`src/rtl/regfile_write_sequencer_pkg.sv`:
```
// regfile_write_sequencer_pkg: shared widths and FSM state type for the register-bank write sequencer
package regfile_write_sequencer_pkg;
  localparam int REG_AW = 5;
  localparam int REG_DW = 32;
  localparam logic [REG_AW-1:0] REG_ZERO = 5'd0;
  typedef enum logic [1:0] {IDLE, SETUP, STROBE} wseq_state_t;
endpackage

```
`src/rtl/regfile_write_sequencer_fifo.sv`:
```
// wseq_fifo: dual-push single-pop writeback queue exposing entry registers and valid mask
module wseq_fifo #(
  parameter int DEPTH = 4,
  parameter int AW = 5,
  parameter int DW = 32,
  localparam int IW = $clog2(DEPTH),
  localparam int PW = IW + 1
) (
  input  logic                       clk,
  input  logic                       rst_n,
  input  logic                       push_a,
  input  logic [AW-1:0]              reg_a,
  input  logic [DW-1:0]              data_a,
  input  logic                       push_b,
  input  logic [AW-1:0]              reg_b,
  input  logic [DW-1:0]              data_b,
  input  logic                       pop,
  output logic [AW-1:0]              head_reg,
  output logic [DW-1:0]              head_data,
  output logic [PW-1:0]              count,
  output logic [DEPTH-1:0][AW-1:0]   ent_reg,
  output logic [DEPTH-1:0]           ent_vld
);
  logic [PW-1:0] wptr, rptr;
  logic [DEPTH-1:0][DW-1:0] ent_data;
  logic [IW-1:0] wa, wb, ri;
  assign wa = wptr[IW-1:0];
  assign wb = wa + IW'(push_a);
  assign ri = rptr[IW-1:0];
  assign count = wptr - rptr;
  assign head_reg = ent_reg[ri];
  assign head_data = ent_data[ri];
  always_ff @(posedge clk or negedge rst_n)
    if (!rst_n) begin
      wptr <= '0;
      rptr <= '0;
      ent_vld <= '0;
    end else begin
      if (pop) begin
        rptr <= rptr + 1'b1;
        ent_vld[ri] <= 1'b0;
      end
      if (push_a) ent_vld[wa] <= 1'b1;
      if (push_b) ent_vld[wb] <= 1'b1;
      wptr <= wptr + PW'(push_a) + PW'(push_b);
    end
  always_ff @(posedge clk) begin
    if (push_a) begin
      ent_reg[wa] <= reg_a;
      ent_data[wa] <= data_a;
    end
    if (push_b) begin
      ent_reg[wb] <= reg_b;
      ent_data[wb] <= data_b;
    end
  end
endmodule

```
`src/rtl/regfile_write_sequencer.sv`:
```
// regfile_write_sequencer: queues ALU/load writebacks and drives the bank port as SETUP/STROBE pairs
module regfile_write_sequencer
  import regfile_write_sequencer_pkg::*;
#(
  parameter int DEPTH = 4,
  parameter int AW = REG_AW,
  parameter int DW = REG_DW,
  localparam int PW = $clog2(DEPTH) + 1
) (
  input  logic          clk,
  input  logic          rst_n,
  input  logic          alu_valid,
  input  logic [AW-1:0] alu_reg,
  input  logic [DW-1:0] alu_data,
  input  logic          mem_valid,
  input  logic [AW-1:0] mem_reg,
  input  logic [DW-1:0] mem_data,
  output logic          in_ready,
  input  logic [AW-1:0] rd_reg1,
  input  logic [AW-1:0] rd_reg2,
  output logic          pending1,
  output logic          pending2,
  output logic [AW-1:0] wr_reg,
  output logic [DW-1:0] wr_data,
  output logic          wr_strobe,
  output logic          idle
);
  wseq_state_t state;
  logic [AW-1:0] head_reg;
  logic [DW-1:0] head_data;
  logic [PW-1:0] count;
  logic [DEPTH-1:0][AW-1:0] ent_reg;
  logic [DEPTH-1:0] ent_vld;
  logic push_m, push_a, pop, empty, hit1, hit2;
  assign in_ready = count <= PW'(DEPTH - 2);
  assign empty = count == '0;
  // the load is the older instruction, so it takes the first slot
  assign push_m = mem_valid && in_ready && mem_reg != AW'(REG_ZERO);
  assign push_a = alu_valid && in_ready && alu_reg != AW'(REG_ZERO);
  assign pop = state != SETUP && !empty;
  assign idle = empty && state == IDLE;
  wseq_fifo #(.DEPTH(DEPTH), .AW(AW), .DW(DW)) u_fifo (
    .clk(clk), .rst_n(rst_n),
    .push_a(push_m), .reg_a(mem_reg), .data_a(mem_data),
    .push_b(push_a), .reg_b(alu_reg), .data_b(alu_data),
    .pop(pop), .head_reg(head_reg), .head_data(head_data), .count(count),
    .ent_reg(ent_reg), .ent_vld(ent_vld)
  );
  always_ff @(posedge clk or negedge rst_n)
    if (!rst_n) begin
      state <= IDLE;
      wr_reg <= '0;
      wr_data <= '0;
      wr_strobe <= 1'b0;
    end else if (state == SETUP) begin
      state <= STROBE;
      wr_strobe <= 1'b1;
    end else begin
      state <= empty ? IDLE : SETUP;
      wr_strobe <= 1'b0;
      if (!empty) begin
        wr_reg <= head_reg;
        wr_data <= head_data;
      end
    end
  always_comb begin
    hit1 = state != IDLE && wr_reg == rd_reg1;
    hit2 = state != IDLE && wr_reg == rd_reg2;
    for (int i = 0; i < DEPTH; i++) begin
      hit1 = hit1 || (ent_vld[i] && ent_reg[i] == rd_reg1);
      hit2 = hit2 || (ent_vld[i] && ent_reg[i] == rd_reg2);
    end
    pending1 = hit1 && rd_reg1 != AW'(REG_ZERO);
    pending2 = hit2 && rd_reg2 != AW'(REG_ZERO);
  end
endmodule
```
`config.mk`:
```
export PLATFORM = sky130hd
export DESIGN_NAME = regfile_write_sequencer
export DESIGN_NICKNAME = d
export VERILOG_FILES = /design/src/rtl/regfile_write_sequencer_pkg.sv /design/src/rtl/regfile_write_sequencer_fifo.sv /design/src/rtl/regfile_write_sequencer.sv
export SDC_FILE = /design/constraint.sdc
export NUM_CORES = 1
export LEC_CHECK = 0
export ABC_AREA = 1
export CORE_MARGIN = 5
export CORE_UTILIZATION = 50
export DETAILED_ROUTE_END_ITERATION = 10
export PLACE_DENSITY = 0.71
export SETUP_SLACK_MARGIN = 0.4
export SLEW_MARGIN = 20
export SYNTH_ARGS = -nofsm -noshare
export SYNTH_HDL_FRONTEND = slang
export SYNTH_SLANG_ARGS = --single-unit
```
`constraint.sdc`:
```
create_clock -name clk -period 4.7 [get_ports clk]
set_clock_uncertainty 0.2 [all_clocks]
set_input_delay 0.47 -clock clk [delete_from_list [all_inputs] [get_ports clk]]
set_output_delay 0.47 -clock clk [all_outputs]
set_load 0.005 [all_outputs]
```
Yosys cells after proc, flatten, opt, wreduce, memory -nomap -nowiden
Cells that the tools add are included.
{"block": "op_classes", "magnitude_cmp": 7, "n_reduce_logical": 38, "add_sub_neg": 5, "eq_ne": 12, "mux": 32, "bitwise": 6}
{"cell": "$bwmux W128", "n": 2}
{"cell": "$mux W128", "n": 2}
{"cell": "$demux W32 S2", "n": 2}
{"cell": "$mux W32", "n": 3}
{"cell": "$bmux W32 S2", "n": 1}
{"cell": "$eq A5 B5 Y1", "n": 10}
{"cell": "$bwmux W20", "n": 2}
{"cell": "$mux W20", "n": 2}
{"cell": "$logic_and A1 B1 Y1", "n": 21}
{"cell": "$demux W5 S2", "n": 2}
{"cell": "$reduce_bool A5 Y1", "n": 4}
{"cell": "$mux W5", "n": 3}
{"cell": "$mux W4", "n": 3}
{"cell": "$bmux W5 S2", "n": 1}
{"cell": "$lt A2 B3 Y1 const B", "n": 3}
{"cell": "$logic_or A1 B1 Y1", "n": 8}
{"cell": "$or A4 B4 Y4", "n": 2}
{"cell": "$add A3 B1 Y3", "n": 2}
{"cell": "$demux W1 S2", "n": 3}
{"cell": "$ge A2 B1 Y1 const B", "n": 3}
{"cell": "$mux W1", "n": 5}
{"cell": "$and A4 B4 Y4", "n": 1}
{"cell": "$not A4 Y4", "n": 1}
{"cell": "$add A3 B1 Y3 const B", "n": 1}
{"cell": "12 further kinds", "n": 13}
{"block": "totals", "out_inout_bits": 42, "word_cells": 115, "in_bits": 88, "register_bits": 198}

Depth between registers and ports, before layout
Gate-level depths: netlist of run 1.
{"block": "depth", "depth_word": 11, "ltp_mapped": 21, "mapped_depth_nobuf": 19}

Cells and area by module
A second synthesis of run 1 with hierarchy kept.
{"block": "unflattened", "cells_unflattened": 1820, "hier_area_um2": 11466.0}
{"module": "wseq_fifo", "n_inst": 1, "area_per_inst_um2": 9028.7, "cells_per_inst": 1441, "seq_area_each_um2": 3213.1}
{"module": "regfile_write_sequencer", "n_inst": 1, "area_per_inst_um2": 2437.3, "cells_per_inst": 379, "seq_area_each_um2": 975.9}

Worst setup path before layout of run 1
No wires, ideal clock.
{"block": "synth_timing", "kind": "register -> register", "from": "register u_fifo.rptr[1]", "to": "register u_fifo.ent_data[71] (netlist bit)", "setup_slack_ns": 1.289, "setup_time_ns": 0.109, "path_buffers": 3, "period_less_slack_ns": 3.411, "t_required_ns": 4.391, "arrival_ns": 3.102, "stages_incl_launch_ff": 20, "cell_sequence": "dfrtp_1 -> clkbuf_1 -> inv_1 -> fa_1 -> inv_1 -> nor2_2 -> inv_1 -> nand3_1 -> buf_2 -> nor2_1 -> ha_1 -> xor2_1 -> inv_1 -> nor2_1 -> nand3_1 -> inv_2 -> buf_2 -> nand2_1 -> nand2_1 -> inv_1"}
{"block": "synth_between", "elab_chain_cells": 11}
{"element": "start: declaration", "line": "regfile_write_sequencer_fifo.sv:24", "source": "logic [PW-1:0] wptr, rptr;"}
{"element": "start signal: assignment", "line": "regfile_write_sequencer_fifo.sv:40", "source": "rptr <= rptr + 1'b1;"}
{"element": "$sub A3 B3 Y3 (*)", "line": "regfile_write_sequencer_fifo.sv:30", "source": "assign count = wptr - rptr;"}
{"element": "$le A3 B2 Y1 (*)", "line": "regfile_write_sequencer.sv:35", "source": "assign in_ready = count <= PW'(DEPTH - 2);"}
{"element": "$logic_and A1 B1 Y1 (2 in series)", "line": "regfile_write_sequencer.sv:38", "source": "assign push_m = mem_valid && in_ready && mem_reg != AW'(REG_ZERO);"}
{"element": "$add A2 B1 Y2", "line": "regfile_write_sequencer_fifo.sv:28", "source": "assign wb = wa + IW'(push_a);"}
{"element": "$lt A2 B3 Y1 (implied by the code) / $ge A2 B1 Y1 (equally long branches)", "line": "regfile_write_sequencer_fifo.sv:54", "source": "ent_data[wb] <= data_b;"}
{"element": "$logic_and A1 B1 Y1 (implied by the code)", "line": "regfile_write_sequencer_fifo.sv:54"}
{"element": "$mux W32 (implied by the code)", "line": "regfile_write_sequencer_fifo.sv:54"}
{"element": "$demux W32 S2"}
{"element": "$bwmux W128", "line": "regfile_write_sequencer_fifo.sv:54"}
{"element": "$mux W128 (*)", "line": "regfile_write_sequencer_fifo.sv:52", "source": "if (push_b) begin"}
{"element": "end signal: indexed assignment", "line": "regfile_write_sequencer_fifo.sv:50", "source": "ent_data[wa] <= data_a;"}
{"element": "end signal: indexed assignment", "line": "regfile_write_sequencer_fifo.sv:54"}
{"element": "end: declaration", "line": "regfile_write_sequencer_fifo.sv:25", "source": "logic [DEPTH-1:0][DW-1:0] ent_data;"}
Every way passes the cells marked *; elsewhere a longest branch is shown, timed or not.
A chain may end at the register's enable or synchronous reset.

Worst setup path after layout of run 1
{"block": "layout_timing", "from": "register u_fifo.wptr[0]", "to": "register u_fifo.ent_data[113] (netlist bit)"}
{"block": "layout_between", "elab_chain_cells": 11}
{"element": "start: declaration", "line": "regfile_write_sequencer_fifo.sv:24"}
{"element": "start signal: assignment", "line": "regfile_write_sequencer_fifo.sv:45", "source": "wptr <= wptr + PW'(push_a) + PW'(push_b);"}
{"element": "$sub A3 B3 Y3", "line": "regfile_write_sequencer_fifo.sv:30"}
{"element": "$le A3 B2 Y1", "line": "regfile_write_sequencer.sv:35"}
{"element": "$logic_and A1 B1 Y1 (2 in series)", "line": "regfile_write_sequencer.sv:38"}
{"element": "$add A2 B1 Y2", "line": "regfile_write_sequencer_fifo.sv:28"}
{"element": "$lt A2 B3 Y1 (implied by the code) / $ge A2 B1 Y1 (equally long branches)", "line": "regfile_write_sequencer_fifo.sv:54"}
{"element": "$logic_and A1 B1 Y1 (implied by the code)", "line": "regfile_write_sequencer_fifo.sv:54"}
{"element": "$mux W32 (implied by the code)", "line": "regfile_write_sequencer_fifo.sv:54"}
{"element": "$demux W32 S2"}
{"element": "$bwmux W128", "line": "regfile_write_sequencer_fifo.sv:54"}
{"element": "$mux W128 (*)", "line": "regfile_write_sequencer_fifo.sv:52"}
Marked as above.

==> flow_metrics.py, run 1 <==
metrics = {
    "run_status": {
        "run_status": "finished, final reports clean",
    },
    "placed_design": {
        "dp_hpwl_um": 25330,
        "io_buffer_count": 129,
        "gp_congestion": 0.9398,
    },
    "die": {
        "rows": 59,
        "dieArea_um2": 29450,
        "ios": 130,
        "coreArea_um2": 25910,
        "die_x_um": 171.6,
        "start_util_pct": 50.40,
        "fp.dieH_um": 171.6,
    },
    "pwr": {
        "power_per_cell_area_nw_per_um2": 867.7,
        "seqPwrFrac_pct": 25.3,
        "switching_share_pct": 53.29,
        "pwr-share-comb_pct": 63.0,
        "power_switching_mw": 6.869,
        "p_int_mw": 6.021,
        "clkPwrFrac_pct": 11.7,
        "power_leakage_nw": 7.496,
        "ir_drop_mv": 0.6237,
    },
    "synth": {
        "synth_fa_ha_area_share_pct": 0.9773,
        "synth_edf_count": 0,
        "synthMuxAreaShare_pct": 0,
        "ys_seq_elements": 197,
        "synth_top_family_by_area": "simple AND/OR/NAND/NOR gates",
        "synth_nets": 2294,
        "synth_xor_area_share_pct": 0.8048,
        "yosysUniqueCellTypes": 27,
        "synth_top_area_share_pct": 22.69,
        "netlist.top_cell.by_area": "dfxtp_1",
        "netlist_top_cells_area": "dfxtp_1 23%, nand2_1 17%, o21ai_0 16%",
        "async_reset_ff_share_pct": 24.87,
        "synth_compound_area_share_pct": 18.75,
        "synthTopCellsByCount": "597 x nand2_1, 427 x o21ai_0, 325 x nand3_1",
        "syn_area_um2": 13060,
        "synth_ff_type": "dfxtp_1",
        "synth.most_common_cell": "nand2_1",
        "yosys.area_share.simple_pct": 32.90,
        "avgSynthCellArea_um2": 5.944,
        "syn_inst": 2197,
        "yosys_warnings": 0,
        "synth-seq-area-share_pct": 32.08,
    },
    "grt": {
        "grt_pass1_wl_um": 69460,
        "grt_overflow": 0,
        "antenna_found_initial": 0,
        "grtUsageTotal_pct": 28.98,
        "grt_max_degree": 149,
        "grt_pass1_vias": 13440,
    },
    "job": {
        "maxCapViolations": 0,
    },
    "timing": {
        "rsz0062_at_grt": "no",
        "hold_viol_final": 0,
        "finalSetupViolations": 0,
        "whs_ns": 0.2749,
        "period_minus_slack_ns": 3.979,
        "worst_slew_pin_slew_ns": 1.102,
        "fin_crit_sh_pct": 84.67,
        "slew_violations": 0,
        "slew_headroom_pct": 26.56,
        "tns_ns": 0,
        "timing.fmax_mhz": 251.3,
    },
    "routing": {
        "drtIter0Drc": 1719,
        "antenna_left": 0,
        "post_drt_wl_per_cell_um": 16.99,
        "viasPerCell": 5.650,
        "wl_um": 43450,
        "drcViolationCount": 0,
        "drt_first_pass_iters": 7,
        "num_vias": 14450,
    },
    "setup_path": {
        "start_kind": "flip-flop",
        "slowest_stage": "dfrtp_1",
        "cp.arrival_ns": 4.12,
        "cp_top_family": "buffers and inverters",
        "critPathKind": "reg2reg",
        "path_cells": "inv_1 > ha_1 > inv_1 > fa_1 > inv_1 > nor2_2 > inv_1 > nand3_4 > nor2_1 > ha_1 > xor2_1 > inv_1 > nor2_1 > nand3_2 > inv_2 > buf_4 > nand2_1 > nand2_1 > inv_1",
        "crit_path_max_fanout": 18,
        "r2r_setup_slack_ns": 0.72,
        "critical_path_required_ns": 4.84,
        "slowest_delay_ns": 0.48,
        "cpMostUsedCell": "inv_1",
        "path_buf_inv": 8,
        "end_kind": "flip-flop",
    },
    "worst_hold_path": {
        "hold_path.class": "reg2reg",
    },
    "clocking": {
        "cts-root-buf": "clkbuf_16",
        "cts_buffers": 17,
        "clk_pin_slew_ns": 0.07,
        "cts_tree": "built",
        "clock_tree.htree_level_count": 4,
        "clkLatencyLatePin_ns": 0.44,
        "postCtsSetupRepairBufs": 0,
        "cts_sinks": 197,
        "clk_path_buf_depth": 2,
    },
    "finish": {
        "final_layout_size_suffix_gt1_share_pct": 3.690,
        "syn2layout_area_growth_pct": 13.76,
        "largest_reg_flops": 128,
        "num_antenna_cells": 0,
        "fillers": 2544,
        "fin_nets": 2306,
        "multi_input_area_um2": 7020,
        "final-seq-area_um2": 4190,
    },
}
[kinds of logic (layout without fill, tap and decap cells)]
kind of cell    after synthesis  in the layout
compound gates              487            487
xor+xnor                     12             12
fa+ha+maj                     9              9
buf+inv                     470            495
flops                       197            197
simple gates               1022           1022
[power groups by stage]
| stage | combinational (mW) | clock (mW) | sequential (mW) |
|---|---|---|---|
| 6_report | 8.12 | 1.51 | 3.26 |
| 5_1_grt | 9.22 | 1.60 | 3.36 |
| 4_1_cts | 8.02 | 1.53 | 3.23 |
| 3_5_place_dp | 7.98 | 0 | 3.26 |
| 3_3_place_gp | 7.80 | 0 | 3.23 |
| 2_1_floorplan | 5.94 | 0 | 3.10 |
[final timing paths]
check | depth (start not counted) | startpoint | to
setup / recovery | 19 | u_fifo.wptr[0]$_DFF_PN0_ | u_fifo.ent_data[113]$_DFF_P_
hold / removal | 1 | state[1]$_DFF_PN0_ | state[1]$_DFF_PN0_
setup reg to reg | 19 | u_fifo.wptr[0]$_DFF_PN0_ | u_fifo.ent_data[113]$_DFF_P_
hold reg to reg | 1 | state[1]$_DFF_PN0_ | state[1]$_DFF_PN0_
max in group asynchronous | 3 | rst_n | u_fifo.rptr[1]$_DFFE_PN0N_
min in group asynchronous | 3 | rst_n | wr_data[30]$_DFFE_PN0N_
[repair_timing]
item / in CTS / in global routing
gates resized for setup: 0 / 1
endpoints found under the setup margin: 0 / 24
endpoints found under the hold margin: 19 / 0
hold buffers: 1 / 0
[layout by cell type, fill, tap and decap left out, drive strengths merged, types with 7 or more instances in the layout]
master,netlist,final
nand2,600,600
o21ai,433,433
nand3,327,327
inv,309,317
dfxtp,148,148
clkdlybuf4s50,0,128
nor2,86,86
dfrtp,49,49
a21oi,45,45
buf,88,24
clkbuf,72,17
xor2,12,12
o22ai,9,9
ha,7,7
[worst register-to-register path: stages (launching register included)]
cell	delay (ns)
dfrtp_1	0.48
inv_1	0.17
ha_1	0.21
inv_1	0.07
fa_1	0.41
inv_1	0.10
nor2_2	0.07
inv_1	0.10
nand3_4	0.08
nor2_1	0.29
ha_1	0.23
xor2_1	0.25
inv_1	0.09
nor2_1	0.14
nand3_2	0.10
inv_2	0.40
buf_4	0.32
nand2_1	0.07
nand2_1	0.07
inv_1	0.04
[area by class of cell]
cell class | instances | area share, %
multi-input cells | 1530 | 47.26
flip-flops and latches | 197 | 28.21
repair buffers | 153 | 9.888
inverters | 310 | 7.892
clock buffers | 17 | 2.864
well taps | 335 | 2.822
clock inverters | 15 | 1.070
[metal layers]
metal / vias to the layer above / track usage (%) / part of all wire, %
met4: 0 / 11.54 / 2.9
met2: 734 / 46.72 / 46
met5: - / 0 / 0
li1: 7024 / - / -
met1: 6584 / 39.44 / 42
met3: 104 / 3.838 / 8.7
[per-stage QoR]
stage / worst slack [ns] / util [%] / area (um^2) / power [mW] / instances
floorplan: 1.289 / - / 13060 / 9.039 / 2197
global placement: 0.9168 / 55.02 / 14260 / 11.04 / 2524
detailed placement: 0.7551 / 55.02 / 14260 / 11.24 / 2524
CTS: 0.6865 / 57.32 / 14850 / 12.78 / 2557
global route: 0.4461 / 57.33 / 14860 / 14.18 / 2557
finish: 0.7206 / 57.33 / 14860 / 12.89 / 2557
No activity file was read; power rests on OpenSTA's default activity.
==> run 2, diff against run 1 <==
PLACE_DENSITY = 0.74   (was 0.71)
clock period = 3.5 ns   (was 4.7 ns; I/O delays follow)
==> flow_metrics.py, run 2 (synthesis gave the netlist of run 1 again) <==
metrics = {
    "run_status": {
        "run_status": "finished, final reports clean",
    },
    "routing": {
        "drcViolationCount": 0,
        "route.met3.wl_um": 4012,
        "top_layer": "met4",
        "drtIter0Drc": 1767,
        "wl_um": 44010,
        "num_vias": 14730,
        "wl_met1_um": 18080,
        "antenna_left": 0,
        "drt_first_pass_iters": 7,
        "viasPerCell": 5.692,
        "post_drt_wl_per_cell_um": 17.01,
        "met2_length_um": 20670,
    },
    "grt": {
        "grtUsageTotal_pct": 28.91,
        "grt_overflow": 0,
        "antenna_found_initial": 0,
        "grt_pass1_vias": 13610,
        "grt_pass1_wl_um": 69790,
        "grt_max_degree": 149,
    },
    "placed_design": {
        "gp_congestion": 0.9482,
        "dp_hpwl_um": 26950,
        "placed_cell_area_um2": 14560,
        "place_ws_ns": 0.2252,
        "dp_cells": 2542,
        "io_buffer_count": 129,
    },
    "timing": {
        "hold_viol_final": 0,
        "tns_ns": 0,
        "period_minus_slack_ns": 3.032,
        "worst_slew_pin_slew_ns": 0.9352,
        "fin_ws_ns": 0.4683,
        "timing.fmax_mhz": 329.8,
        "whs_ns": 0.09627,
        "rsz0062_at_grt": "yes",
        "finalSetupViolations": 0,
        "fin_crit_sh_pct": 86.62,
        "slew_headroom_pct": 37.65,
        "slew_violations": 0,
    },
    "pwr": {
        "clkPwrFrac_pct": 10.7,
        "power_switching_mw": 9.408,
        "power_per_cell_area_nw_per_um2": 1173,
        "pwr-share-comb_pct": 65.1,
        "total_power_mw": 18.03,
        "switching_share_pct": 52.19,
        "power_leakage_nw": 7.697,
        "seqPwrFrac_pct": 24.2,
        "p_int_mw": 8.618,
        "ir_drop_mv": 1.315,
    },
    "die": {
        "fp.dieH_um": 171.6,
        "die_x_um": 171.6,
        "dieArea_um2": 29450,
        "ios": 130,
        "start_util_pct": 50.40,
        "coreArea_um2": 25910,
        "rows": 59,
    },
    "clocking": {
        "cts-root-buf": "clkbuf_16",
        "clock_tree.htree_level_count": 4,
        "cts_buffers": 17,
        "cts_tree": "built",
        "clkLatencyLatePin_ns": 0.44,
        "cts_sinks": 197,
        "clk_pin_slew_ns": 0.08,
        "clk_path_buf_depth": 2,
    },
    "setup_path": {
        "path_cells": "inv_4 > ha_4 > inv_2 > fa_2 > inv_2 > nor2_4 > inv_2 > nand3_4 > nor2_4 > ha_4 > xor2_2 > inv_2 > nor2_1 > nand3_2 > clkinv_4 > buf_12 > nand2_1 > nand2_1 > inv_1",
        "slowest_delay_ns": 0.55,
        "r2r-start": "u_fifo.wptr[0]$_DFF_PN0_",
        "crit_path_max_fanout": 7,
        "slowest_stage": "fa_2",
        "critPathKind": "reg2reg",
        "r2r-end": "u_fifo.ent_data[70]$_DFF_P_",
        "end_kind": "flip-flop",
        "critical_path_required_ns": 3.63,
        "cp.arrival_ns": 3.16,
        "cpMostUsedCell": "inv_2",
        "rr_worst_depth": 19,
        "start_kind": "flip-flop",
        "r2r_setup_slack_ns": 0.47,
    },
    "finish": {
        "multi_input_area_um2": 7078,
        "final_layout_size_suffix_gt1_share_pct": 5.462,
        "postLayoutCoreUtil_pct": 59.28,
        "fillers": 2575,
        "final-seq-area_um2": 4192,
        "largest_reg_flops": 128,
        "final_cell_mix": "593 x nand2_1, 427 x o21ai_0, 321 x nand3_1",
        "fin_nets": 2336,
        "fin_area_um2": 15360,
        "num_antenna_cells": 0,
        "stdcell_count": 2587,
        "layout_commonest_cell": "nand2_1",
        "syn2layout_area_growth_pct": 17.63,
    },
    "job": {
        "maxCapViolations": 0,
    },
    "worst_hold_path": {
        "hold_path.class": "in2async",
    },
}
run 2: changes by cell type in the layout (fill, tap and decap cells not counted), sizes merged:
cell / delta
clkdlybuf4s50: -2
inv: -7
clkbuf: +8
buf: +27
clkinvlp: +2
dlygate4sd2: +2
run 2: area by class of cell:
| cell class | instances | area share (%) |
|---|---|---|
| clock inverter | 10 | 0.6516 |
| tap | 335 | 2.729 |
| timing repair buffer | 183 | 12.63 |
| multi-input combinational | 1530 | 46.08 |
| clock buffer | 22 | 2.957 |
| sequential | 197 | 27.29 |
| inverter | 310 | 7.673 |
run 2: what timing repair did:
| item | 4_1_cts | 5_1_grt |
|---|---|---|
| setup buffers | 6 | 1 |
| cloned | 1 | 3 |
| hold endpoints to repair | 36 | 0 |
| resized for setup | 6 | 17 |
| hold buffers | 1 | 0 |
| endpoints found under the setup margin | 116 | 153 |
| pin swaps | 4 | 3 |
run 2: power groups by stage:
stage	logic (mW)	registers, mW	clock network [mW]
finish	11.7	4.36	1.92
global route	13.2	4.49	2.06
CTS	11.4	4.33	1.95
detailed placement	11.2	4.37	0
global placement	10.8	4.32	0
floorplan	8.20	4.17	0
run 2: routing by layer:
metal / vias to the layer above / global-route usage (%)
li1: 7082 / -
met1: 6830 / 38.56
met2: 730 / 47.03
met3: 84 / 4.620
met4: 0 / 11.47
met5: - / 0
run 2: how the worst max path moves through the flow:
stage	startpoint	cells after the start	slack, ns	to
2_1_floorplan	u_fifo.wptr[0]$_DFF_PN0_	20	0.40	u_fifo.ent_reg[13]$_DFF_P_
3_3_place_gp	u_fifo.wptr[0]$_DFF_PN0_	19	0.31	u_fifo.ent_data[105]$_DFF_P_
3_5_place_dp	u_fifo.wptr[0]$_DFF_PN0_	19	0.23	u_fifo.ent_data[113]$_DFF_P_
4_1_cts	u_fifo.wptr[0]$_DFF_PN0_	19	0.40	u_fifo.ent_data[70]$_DFF_P_
5_1_grt	u_fifo.wptr[0]$_DFF_PN0_	20	0.31	u_fifo.ent_data[70]$_DFF_P_
6_report	u_fifo.wptr[0]$_DFF_PN0_	19	0.47	u_fifo.ent_data[70]$_DFF_P_
run 2: worst max-delay path, delay by kind of cell (launching register included):
| kind | cells | cell delay (ns) |
|---|---|---|
| adders and majority gates | 3 | 0.85 |
| and+or+nand+nor | 7 | 0.64 |
| buffers and inverters | 8 | 0.62 |
| DFF | 1 | 0.42 |
| xor gates and xnor gates | 1 | 0.20 |
==> edit (flow settings as in run 2) <==
Reset style: synchronous (`rst_n`), changed in 2 clocked blocks.
--- a/src/rtl/regfile_write_sequencer_fifo.sv
+++ b/src/rtl/regfile_write_sequencer_fifo.sv
@@ -32,3 +32,3 @@
   assign head_data = ent_data[ri];
-  always_ff @(posedge clk or negedge rst_n)
+  always_ff @(posedge clk)
     if (!rst_n) begin
--- a/src/rtl/regfile_write_sequencer.sv
+++ b/src/rtl/regfile_write_sequencer.sv
@@ -48,3 +48,3 @@
   );
-  always_ff @(posedge clk or negedge rst_n)
+  always_ff @(posedge clk)
     if (!rst_n) begin
Function: differs if rst_n is asserted again (counterexample within 4 cycles, from zero or initial values and one cycle with rst_n low); with rst_n held inactive, the same outputs for 4 cycles.
==> edit against run 2 <==
Synthesized area decreased by 3.0%; worst setup slack better by 0.031 ns; sequential cell count unchanged; power is 12% lower; synthesized cell count is 0.59% higher; routed wire length fell by 11%; cell area is 3.9% lower; register-to-register slack gained 0.06 ns; worst hold slack improved by 0.19 ns; count of clock-buffer cells in the layout shrank 4; largest cell class unchanged; largest power group unchanged.
==> edit: results (changes against run 2) <==
{| class="wikitable"
! Metric !! Value
|-
| Async set or reset register ratio after synthesis || 0 (-0.249)
|-
| Type of the tightest min-delay check || reg -> reg
|-
| Via/cell ratio || 5.27 (-7.4%)
|-
| Arrival @ worst endpoint || 2.45 ns (-0.71 ns)
|-
| Run status || completed
|-
| Sw frac || 0.498 (-0.0235)
|-
| Fraction of final layout cells sized beyond drive strength 1 || 0.0453 (-0.00936)
|-
| Sum of routed wire length over all layers || 39200 um (-11%)
|-
| Max FO, Critical Path || 8 (+1)
|-
| GP Congestion || 0.953 (+0.50%)
|-
| Period utilization || 0.857 (-0.00872)
|-
| Via count || 13700 (-6.7%)
|-
| Met1 global-route usage || 0.362 (-0.0240)
|-
| P_seq || 0.00421 W (-3%)
|-
| Cell type of the slowest stage on the worst timing path || sky130_fd_sc_hd__clkdlybuf4s50_1
|-
| Kind of cell adding the most delay to the critical path || buffers and inverters
|-
| Synthesized netlist net count || 2307 (+0.57%)
|-
| Share of synthesized area occupied by flip-flops and latches || 0.311 (-0.00929)
|-
| Iteration-0 DRC count of the detailed router || 1513 (-14%)
|-
| Layout net count || 2360 (+1.0%)
|-
| Number of distinct library cells after synthesis || 29 (+7.4%)
|-
| Area after detailed placement || 14000 um^2 (-3.9%)
|-
| Sequential cell area || 3950 um^2 (-5.7%)
|-
| Worst slew margin relative to its limit || 0.287 (-0.0899)
|-
| Count of filler cells inserted in the layout || 2483 (-3.6%)
|-
| Detailed-placement wirelength estimate || 24200 um (-10%)
|-
| Syn Inst Count || 2210 (+0.59%)
|-
| Pre-CTS setup slack || 0.0609 ns (-0.164 ns)
|-
| Post-synthesis xor/xnor area fraction || 0.00553 (-0.00251)
|-
| Wire length of the first global-routing pass || 63400 um (-9.2%)
|-
| Met3 Use GR || 0.0354 (-0.0108)
|-
| Post-synthesis compound-gate area fraction || 0.150 (-0.0373)
|-
| Adder and majority gate portion of the synthesized area || 0.0101 (+0.000307)
|-
| First-pass iteration count of the detailed router || 6 (-1)
|}
[edit: final cells by class]
class,instances,share of cell area
repair buffers,166,0.119
flip-flops and latches,197,0.268
clock buffers,18,0.0298
well taps,330,0.0280
clock inverters,14,0.00958
multi-input cells,1565,0.464
inverters,316,0.0816
[edit: per-layer routing]
metal | part of all wire | wire length, um | vias up
met4 | 0.025 | 992 | 0
met1 | 0.43 | 16900 | 6150
met2 | 0.46 | 18100 | 603
met5 | 0 | 0 | -
met3 | 0.082 | 3230 | 75
li1 | - | - | 6907
[edit: worst paths after layout]
kind                   from  depth (start not counted)                   to  slack, ns
max          u_fifo.rptr[1]                          6                 idle       0.50
min             wr_data[24]                          2          wr_data[24]       0.28
max reg2reg  u_fifo.rptr[1]                         15  u_fifo.ent_data[95]       0.53
min reg2reg     wr_data[24]                          2          wr_data[24]       0.28
[edit: worst min-delay path: cells and delay by family (launching register included)]
kind             cells  cell delay (ns)
DFF                  1             0.33
and+or+nand+nor      2             0.12
